<file path="src/rtl/registro_pkg.sv">
// Shared constants and helpers for the parametrised register pipeline.
// REGISTRO_PARITY_EN adds a parity bit per stage (see registro_etapa).
package registro_pkg;

    localparam int unsigned REG_DEF_WIDTH     = 5;
    localparam int unsigned REG_DEF_DEPTH     = 4;
    localparam int unsigned REG_DEF_RESET_VAL = 0;

    // Occupancy counter must represent 0..depth inclusive.
    function automatic int unsigned cnt_w(input int unsigned depth);
        return $clog2(depth + 1);
    endfunction

endpackage

</file>
<file path="src/rtl/registro_pipeline_param_if.sv">
// Handshake bundle of the register pipeline: producer side, consumer side, flush, count.
// Under REGISTRO_PARITY_EN the bundle also carries par_o.
interface registro_pipeline_param_if
    import registro_pkg::*;
#(
    parameter int unsigned WIDTH = REG_DEF_WIDTH,
    parameter int unsigned DEPTH = REG_DEF_DEPTH
);
    localparam int unsigned CW = cnt_w(DEPTH);

    logic             flush_i;
    logic             in_valid_i;
    logic             in_ready_o;
    logic [WIDTH-1:0] D_i;
    logic             out_valid_o;
    logic             out_ready_i;
    logic [WIDTH-1:0] Q_o;
    logic [CW-1:0]    count_o;
`ifdef REGISTRO_PARITY_EN
    logic             par_o;
`endif

    modport master (
        output flush_i, in_valid_i, D_i, out_ready_i,
`ifdef REGISTRO_PARITY_EN
        input  par_o,
`endif
        input  in_ready_o, out_valid_o, Q_o, count_o
    );

    modport slave (
        input  flush_i, in_valid_i, D_i, out_ready_i,
`ifdef REGISTRO_PARITY_EN
        output par_o,
`endif
        output in_ready_o, out_valid_o, Q_o, count_o
    );

endinterface

</file>
<file path="src/rtl/registro_etapa.sv">
// One pipeline stage: data register, valid flag and, under REGISTRO_PARITY_EN, a parity bit.
// Loads from upstream when it can accept; drops its valid when the word leaves or on flush.
module registro_etapa
    import registro_pkg::*;
#(
    parameter int unsigned      WIDTH     = REG_DEF_WIDTH,
    parameter logic [WIDTH-1:0] RESET_VAL = WIDTH'(REG_DEF_RESET_VAL)
) (
    input  logic             clk_i,
    input  logic             rst_i,
    input  logic             flush_i,
    input  logic             up_valid_i,
    input  logic [WIDTH-1:0] up_data_i,
`ifdef REGISTRO_PARITY_EN
    input  logic             up_par_i,
    output logic             par_o,
`endif
    input  logic             accept_i,
    input  logic             dn_ready_i,
    output logic             valid_o,
    output logic [WIDTH-1:0] data_o
);

    typedef struct packed {
        logic             valid;
        logic [WIDTH-1:0] data;
`ifdef REGISTRO_PARITY_EN
        logic             par;
`endif
    } stage_t;

    stage_t stage_q, stage_d;

    // Flush only clears the valid flag; the payload stays put.
    always_comb begin
        stage_d = stage_q;
        if (flush_i) begin
            stage_d.valid = 1'b0;
        end else if (up_valid_i && accept_i) begin
            stage_d.valid = 1'b1;
            stage_d.data  = up_data_i;
`ifdef REGISTRO_PARITY_EN
            stage_d.par   = up_par_i;
`endif
        end else if (dn_ready_i) begin
            stage_d.valid = 1'b0;
        end
    end

    always_ff @(posedge clk_i) begin
        if (rst_i) begin
            stage_q.valid <= 1'b0;
            stage_q.data  <= RESET_VAL;
`ifdef REGISTRO_PARITY_EN
            stage_q.par   <= ^RESET_VAL;
`endif
        end else begin
            stage_q <= stage_d;
        end
    end

    assign valid_o = stage_q.valid;
    assign data_o  = stage_q.data;
`ifdef REGISTRO_PARITY_EN
    assign par_o   = stage_q.par;
`endif

endmodule

</file>
<file path="src/rtl/registro_pipeline_param.sv">
// Stallable DEPTH-stage register chain with collapsing bubbles, flush and occupancy count.
// Define REGISTRO_PARITY_EN to carry even parity of each word alongside it (par_o).
module registro_pipeline_param
    import registro_pkg::*;
#(
    parameter int unsigned      WIDTH     = REG_DEF_WIDTH,
    parameter int unsigned      DEPTH     = REG_DEF_DEPTH,
    parameter logic [WIDTH-1:0] RESET_VAL = WIDTH'(REG_DEF_RESET_VAL)
) (
    input  logic                    clk_i,
    input  logic                    rst_i,
    registro_pipeline_param_if.slave bus
);

    localparam int unsigned CW = cnt_w(DEPTH);

    logic [DEPTH-1:0] valid;
    logic [WIDTH-1:0] data     [DEPTH];
    logic [DEPTH-1:0] up_valid;
    logic [WIDTH-1:0] up_data  [DEPTH];
    logic [DEPTH:0]   accept;
`ifdef REGISTRO_PARITY_EN
    logic             par      [DEPTH];
    logic             up_par   [DEPTH];
`endif
    logic             in_ready;
    logic             in_xfer;
    logic             out_xfer;
    logic [CW-1:0]    count_q, count_d;

    // Ready ripples back from the consumer: a stage frees up if it is empty or its successor can take its word.
    always_comb begin
        accept        = '0;
        accept[DEPTH] = bus.out_ready_i;
        for (int k = int'(DEPTH) - 1; k >= 0; k--) begin
            accept[k] = !valid[k] || accept[k+1];
        end
    end

    assign in_ready = accept[0] && !bus.flush_i;
    assign in_xfer  = bus.in_valid_i && in_ready;
    assign out_xfer = valid[DEPTH-1] && bus.out_ready_i;

    always_comb begin
        up_valid[0] = in_xfer;
        up_data[0]  = bus.D_i;
`ifdef REGISTRO_PARITY_EN
        up_par[0]   = ^bus.D_i;
`endif
        for (int k = 1; k < int'(DEPTH); k++) begin
            up_valid[k] = valid[k-1];
            up_data[k]  = data[k-1];
`ifdef REGISTRO_PARITY_EN
            up_par[k]   = par[k-1];
`endif
        end
    end

    for (genvar k = 0; k < int'(DEPTH); k++) begin : g_stage
        registro_etapa #(
            .WIDTH     (WIDTH),
            .RESET_VAL (RESET_VAL)
        ) u_etapa (
            .clk_i      (clk_i),
            .rst_i      (rst_i),
            .flush_i    (bus.flush_i),
            .up_valid_i (up_valid[k]),
            .up_data_i  (up_data[k]),
`ifdef REGISTRO_PARITY_EN
            .up_par_i   (up_par[k]),
            .par_o      (par[k]),
`endif
            .accept_i   (accept[k]),
            .dn_ready_i (accept[k+1]),
            .valid_o    (valid[k]),
            .data_o     (data[k])
        );
    end

    // Occupancy tracks transfers only; simultaneous in and out cancel.
    always_comb begin
        count_d = count_q;
        if (bus.flush_i) begin
            count_d = '0;
        end else if (in_xfer && !out_xfer) begin
            count_d = count_q + CW'(1);
        end else if (out_xfer && !in_xfer) begin
            count_d = count_q - CW'(1);
        end
    end

    always_ff @(posedge clk_i) begin
        if (rst_i) begin
            count_q <= '0;
        end else begin
            count_q <= count_d;
        end
    end

    assign bus.in_ready_o  = in_ready;
    assign bus.out_valid_o = valid[DEPTH-1];
    assign bus.Q_o         = data[DEPTH-1];
    assign bus.count_o     = count_q;
`ifdef REGISTRO_PARITY_EN
    assign bus.par_o       = par[DEPTH-1];
`endif

endmodule

</file>
<file path="src/flat_wrapper.sv">
// flat-port wrapper written by rule: the top's interface ports become plain ports
module registro_pipeline_param_flat import registro_pkg::*;
#(
    parameter int unsigned      WIDTH     = REG_DEF_WIDTH,
    parameter int unsigned      DEPTH     = REG_DEF_DEPTH,
    parameter logic [WIDTH-1:0] RESET_VAL = WIDTH'(REG_DEF_RESET_VAL)
)
  (clk_i, rst_i, bus_flush_i, bus_in_valid_i, bus_D_i, bus_out_ready_i, bus_in_ready_o, bus_out_valid_o, bus_Q_o, bus_count_o);
  registro_pipeline_param_if #(.WIDTH(WIDTH), .DEPTH(DEPTH)) bus_i ();
  input  logic clk_i;
  input  logic rst_i;
  input wire logic [$bits(bus_i.flush_i)-1:0] bus_flush_i;
  input wire logic [$bits(bus_i.in_valid_i)-1:0] bus_in_valid_i;
  input wire logic [$bits(bus_i.D_i)-1:0] bus_D_i;
  input wire logic [$bits(bus_i.out_ready_i)-1:0] bus_out_ready_i;
  output wire logic [$bits(bus_i.in_ready_o)-1:0] bus_in_ready_o;
  output wire logic [$bits(bus_i.out_valid_o)-1:0] bus_out_valid_o;
  output wire logic [$bits(bus_i.Q_o)-1:0] bus_Q_o;
  output wire logic [$bits(bus_i.count_o)-1:0] bus_count_o;
  assign bus_i.flush_i = bus_flush_i;
  assign bus_i.in_valid_i = bus_in_valid_i;
  assign bus_i.D_i = bus_D_i;
  assign bus_i.out_ready_i = bus_out_ready_i;
  assign bus_in_ready_o = bus_i.in_ready_o;
  assign bus_out_valid_o = bus_i.out_valid_o;
  assign bus_Q_o = bus_i.Q_o;
  assign bus_count_o = bus_i.count_o;
  registro_pipeline_param #(.WIDTH(WIDTH), .DEPTH(DEPTH), .RESET_VAL(RESET_VAL)) u_core (.clk_i(clk_i), .rst_i(rst_i), .bus(bus_i));
endmodule
</file>
<file path="config.mk">
export PLATFORM = sky130hd
export DESIGN_NAME = registro_pipeline_param_flat
export DESIGN_NICKNAME = d
export VERILOG_FILES = /design/src/rtl/registro_pkg.sv /design/src/rtl/registro_pipeline_param_if.sv /design/src/rtl/registro_etapa.sv /design/src/rtl/registro_pipeline_param.sv /design/src/flat_wrapper.sv
export SDC_FILE = /design/constraint.sdc
export NUM_CORES = 1
export LEC_CHECK = 0
export ABC_CLOCK_PERIOD_IN_PS = 2300
export CELL_PAD_IN_SITES_DETAIL_PLACEMENT = 0
export CELL_PAD_IN_SITES_GLOBAL_PLACEMENT = 2
export CORE_ASPECT_RATIO = 1.25
export CORE_UTILIZATION = 33
export CTS_CLUSTER_SIZE = 40
export DETAILED_ROUTE_END_ITERATION = 10
export DONT_BUFFER_PORTS = 1
export PLACE_DENSITY_LB_ADDON = 0.1
export SLEW_MARGIN = 20
export SYNTH_ARGS = -nofsm -noshare
export SYNTH_HDL_FRONTEND = slang
export SYNTH_SLANG_ARGS = --single-unit
</file>
<file path="constraint.sdc">
create_clock -name clk_i -period 2.3 [get_ports clk_i]
set_input_delay 0.23 -clock clk_i [delete_from_list [all_inputs] [get_ports clk_i]]
set_output_delay 0.23 -clock clk_i [all_outputs]
set_load 0.1 [all_outputs]
</file>
==> run summary <==
After floorplanning, the core was divided into 23 placement rows. Summed over all instances, the cell type with the most area after synthesis is dfxtp_1. The relative max-transition margin came out at 0.756.

Ranked by total cell area, the synthesized netlist is headed by dfxtp_1 (46%), nand2b_1 (8.0%), a21oi_1 (7.6%). The highest metal layer carrying signal wires in the routed design is met4. For this configuration, the core starts out at a cell density of 0.356.

The clock latency on the worst-skew pair is 0.27 ns. The average wire per standard cell came out at 12.9 um. During placement, the flow inserted port buffers numbering 0. In the final design database the tool counted 154 nets. The count of placed standard cells in the final layout, fillers left out is 178. The post-detailed-route via-to-cell ratio came out at 5.04. The tree built by TritonCTS fans out to 27 sinks. The leakage power figure is 0.474 nW. The clock slew seen by the registers of the worst setup and hold paths is 0.09 ns. The max-capacitance violation count came out at 0.

The number of buffers and inverters on the critical path is 1. The largest fanout of any net on the critical path came out at 5. The violation count after the first detailed-routing iteration is 21.

In the routed design, unresolved DRC markers number 0. The hold buffer count at cts came out at 0. The maximum ir drop on the vdd rail came out at 0.000313 V.

The worst-margin pin slew came out at 0.366 ns. The cell sitting at the root of the clock tree is a clkbuf_8. The total routing usage reported by global routing is 0.134. The core area came out at 3310 um^2. Data on the critical path arrives at its endpoint at 2.24 ns.

The number of synthesized register bits is 27. The number of hold-slack violations in the final timing report is 0. The synthesized net count came out at 144. The first-pass GRT wire length came out at 3950 um. The worst setup path is launched from a flip-flop. The vertical extent of the die came out at 68.8 um. The number of filler instances in the final layout is 353. The worst setup path is captured at a flip-flop. The worst setup path is of the reg2reg kind.

Counting along the longest clock path gives a buffer depth of 2. The number of top-level pins came out at 20. Traced cell by cell, the critical path runs through and4b_1, a21oi_4, ha_1, inv_1, fa_1, xor2_1, or3_1, a21oi_1. After routing, the total negative slack on setup checks comes to 0 ns.

Broken down by cell family, the worst path's largest delay share belongs to adder cells. The number of pins with negative max-slew slack in the final report is 0. The final non-filler cell area came out at 1320 um^2.

The pin count of the biggest net entering global routing is 27. The width of the die came out at 55.5 um. The number of cells in the design after placement is 173. The fraction of final layout cells with drive strength greater than 1 came out at 0.128. Detailed routing placed a total of 1210 um of wire on met2.

The worst endpoint required time is 2.51 ns. The count of antenna diodes in the layout is 0. The portion of the clock cycle consumed by the worst path in the final layout is 0.883. The overall die area is 3820 um^2.

The minimum clock period is 2.03 ns. The post-detailed-placement half-perimeter wirelength came out at 1730 um. For this run, the register share of the synthesized area comes to 0.459. The routed metal-1 wire length came out at 1010 um. The count of cell types in the netlist is 23.

TritonCTS built the clock tree. The depth of the CTS H-tree is 1. The met3 routed wirelength came out at 54 um.

Setup violations remaining at the end of the flow were counted as 0. Based on the critical path, the design can be clocked at up to 492 MHz. Averaged over all synthesized cells, the footprint is 8.93 um^2. The aggregate routed wire length came out at 2300 um. The number of antenna violations at the first check in global routing is 0. Across all setup checks in the final design, the least slack found is 0.270 ns.

The power density over cell area is 613 nW/um^2. The cell with the largest stage delay on the worst path is fa_1. For this run, the number of Yosys warnings is 0. The number of standard cells after synthesis is 132. The first-pass iteration count of the detailed router is 3. The remaining antenna violation count after routing came out at 0.

The number of gates resized after CTS was 0. The sum of internal, switching and leakage power is 0.809 mW. After global routing the overflow that remains totals 0. Routability-driven placement finished with a final weighted congestion of 0.723.

The via count of the first global-routing pass is 908. The cell area after synthesis is 1180 um^2. The run finished with clean final reports. The largest single stage delay on the critical path is 0.37 ns. Across the routed clock network, the largest skew measured is 0.00565 ns. Timing analysis after detailed placement gives a worst setup slack of 0.304 ns. The instance area after placement came out at 1270 um^2.

The number of setup buffers added after CTS is 0. The via total after detailed routing came out at 898. The total clock buffers created by CTS is 3. Setup repair after global routing left no endpoint under its margin.

The growth of design area from synthesis to finish came out at 12.1%. Of the post-synthesis cell area, the dominant cell type holds 0.459. The min-delay analysis places its worst path in the category in2reg.
==> layout by cell type, fill, tap and decap left out, drive strengths merged, types with 2 or more instances in the layout <==
cell,synthesis,routed
dfxtp,27,27
a21oi,19,19
o21ai,16,16
nand2b,15,15
nand3,15,15
buf,6,12
nor2,10,10
mux2i,6,6
clkbuf,2,4
nor2b,3,3
inv,2,2
xor2,2,2
==> synth_stat cells <==
cell,count
and2b_1,1
nand2_1,1
nand3b_1,1
nand4b_1,1
and4b_1,1
a21oi_4,1
fa_1,1
ha_1,1
inv_1,2
clkbuf_1,2
nand2b_1,15
buf_6,1
dfxtp_1,27
nand3_1,15
nor2b_1,3
o21ai_0,16
buf_4,5
a21oi_1,18
xor2_1,2
nor2_1,10
and3b_1,1
mux2i_1,6
or3_1,1
==> routing by layer <==
metal | track usage | vias to the layer above
met2 | 0.262 | 13
li1 | - | 470
met4 | 0.0563 | 0
met5 | 0 | -
met3 | 0.0224 | 2
met1 | 0.143 | 413
==> worst paths after layout <==
| path | from | to | slack [ns] | cells past startpoint |
|---|---|---|---|---|
| max reg2reg | u_core.g_stage[1].u_etapa.valid_o$_SDFFE_PP0P_ | u_core.bus.count_o[2]$_SDFFE_PP0P_ | 0.27 | 8 |
| max | u_core.g_stage[1].u_etapa.valid_o$_SDFFE_PP0P_ | u_core.bus.count_o[2]$_SDFFE_PP0P_ | 0.27 | 8 |
| min reg2reg | u_core.g_stage[2].u_etapa.data_o[3]$_SDFFE_PP0P_ | u_core.g_stage[3].u_etapa.data_o[3]$_SDFFE_PP0P_ | 0.46 | 2 |
| min | rst_i | u_core.g_stage[3].u_etapa.data_o[3]$_SDFFE_PP0P_ | 0.02 | 1 |
==> cell families after synthesis <==
family,synth area share
and+or+nand+nor,0.236
AOI/OAI and AO/OA,0.158
DFF,0.459
buffers and inverters,0.0541
muxes,0.0510
xor gates and xnor gates,0.0149
adders and majority gates,0.0276
==> stage by stage <==
stage / utilization / hold slack [ns]
floorplan: - / 0.347
global placement: 0.383 / 0.302
detailed placement: 0.383 / 0.303
CTS: 0.396 / 0.00714
global route: 0.399 / 0.00109
finish: 0.399 / 0.0241
==> flip-flops by register name, indices dropped and copies added, names as in the netlist <==
name,flops
u_core.g_stage.u_etapa.data_o,20
u_core.bus.count_o,3
u_core.g_stage.u_etapa.valid_o,4
==> worst register-to-register path: stages (launching register included) <==
cell and delay, ns:
dfxtp_1 0.35, and4b_1 0.25, a21oi_4 0.14, ha_1 0.20, inv_1 0.06, fa_1 0.37, xor2_1 0.15, or3_1 0.30
a21oi_1 0.13
==> where the power goes <==
group	switching, mW	leakage (nW)	internal (mW)
sequential	0.00575	0.219	0.474
clock	0.142	0.0228	0.124
combinational	0.0392	0.232	0.0247
total	0.187	0.474	0.623
==> final cells by class <==
| class | instances | area (um^2) | share of cell area |
|---|---|---|---|
| well taps | 37 | 46.3 | 0.0350 |
| clock buffers | 4 | 45.0 | 0.0341 |
| inverters | 2 | 7.51 | 0.00568 |
| flip-flops and latches | 27 | 544 | 0.412 |
| multi-input cells | 95 | 578 | 0.437 |
| repair buffers | 13 | 100 | 0.0758 |
No activity file was read; power rests on OpenSTA's default activity.
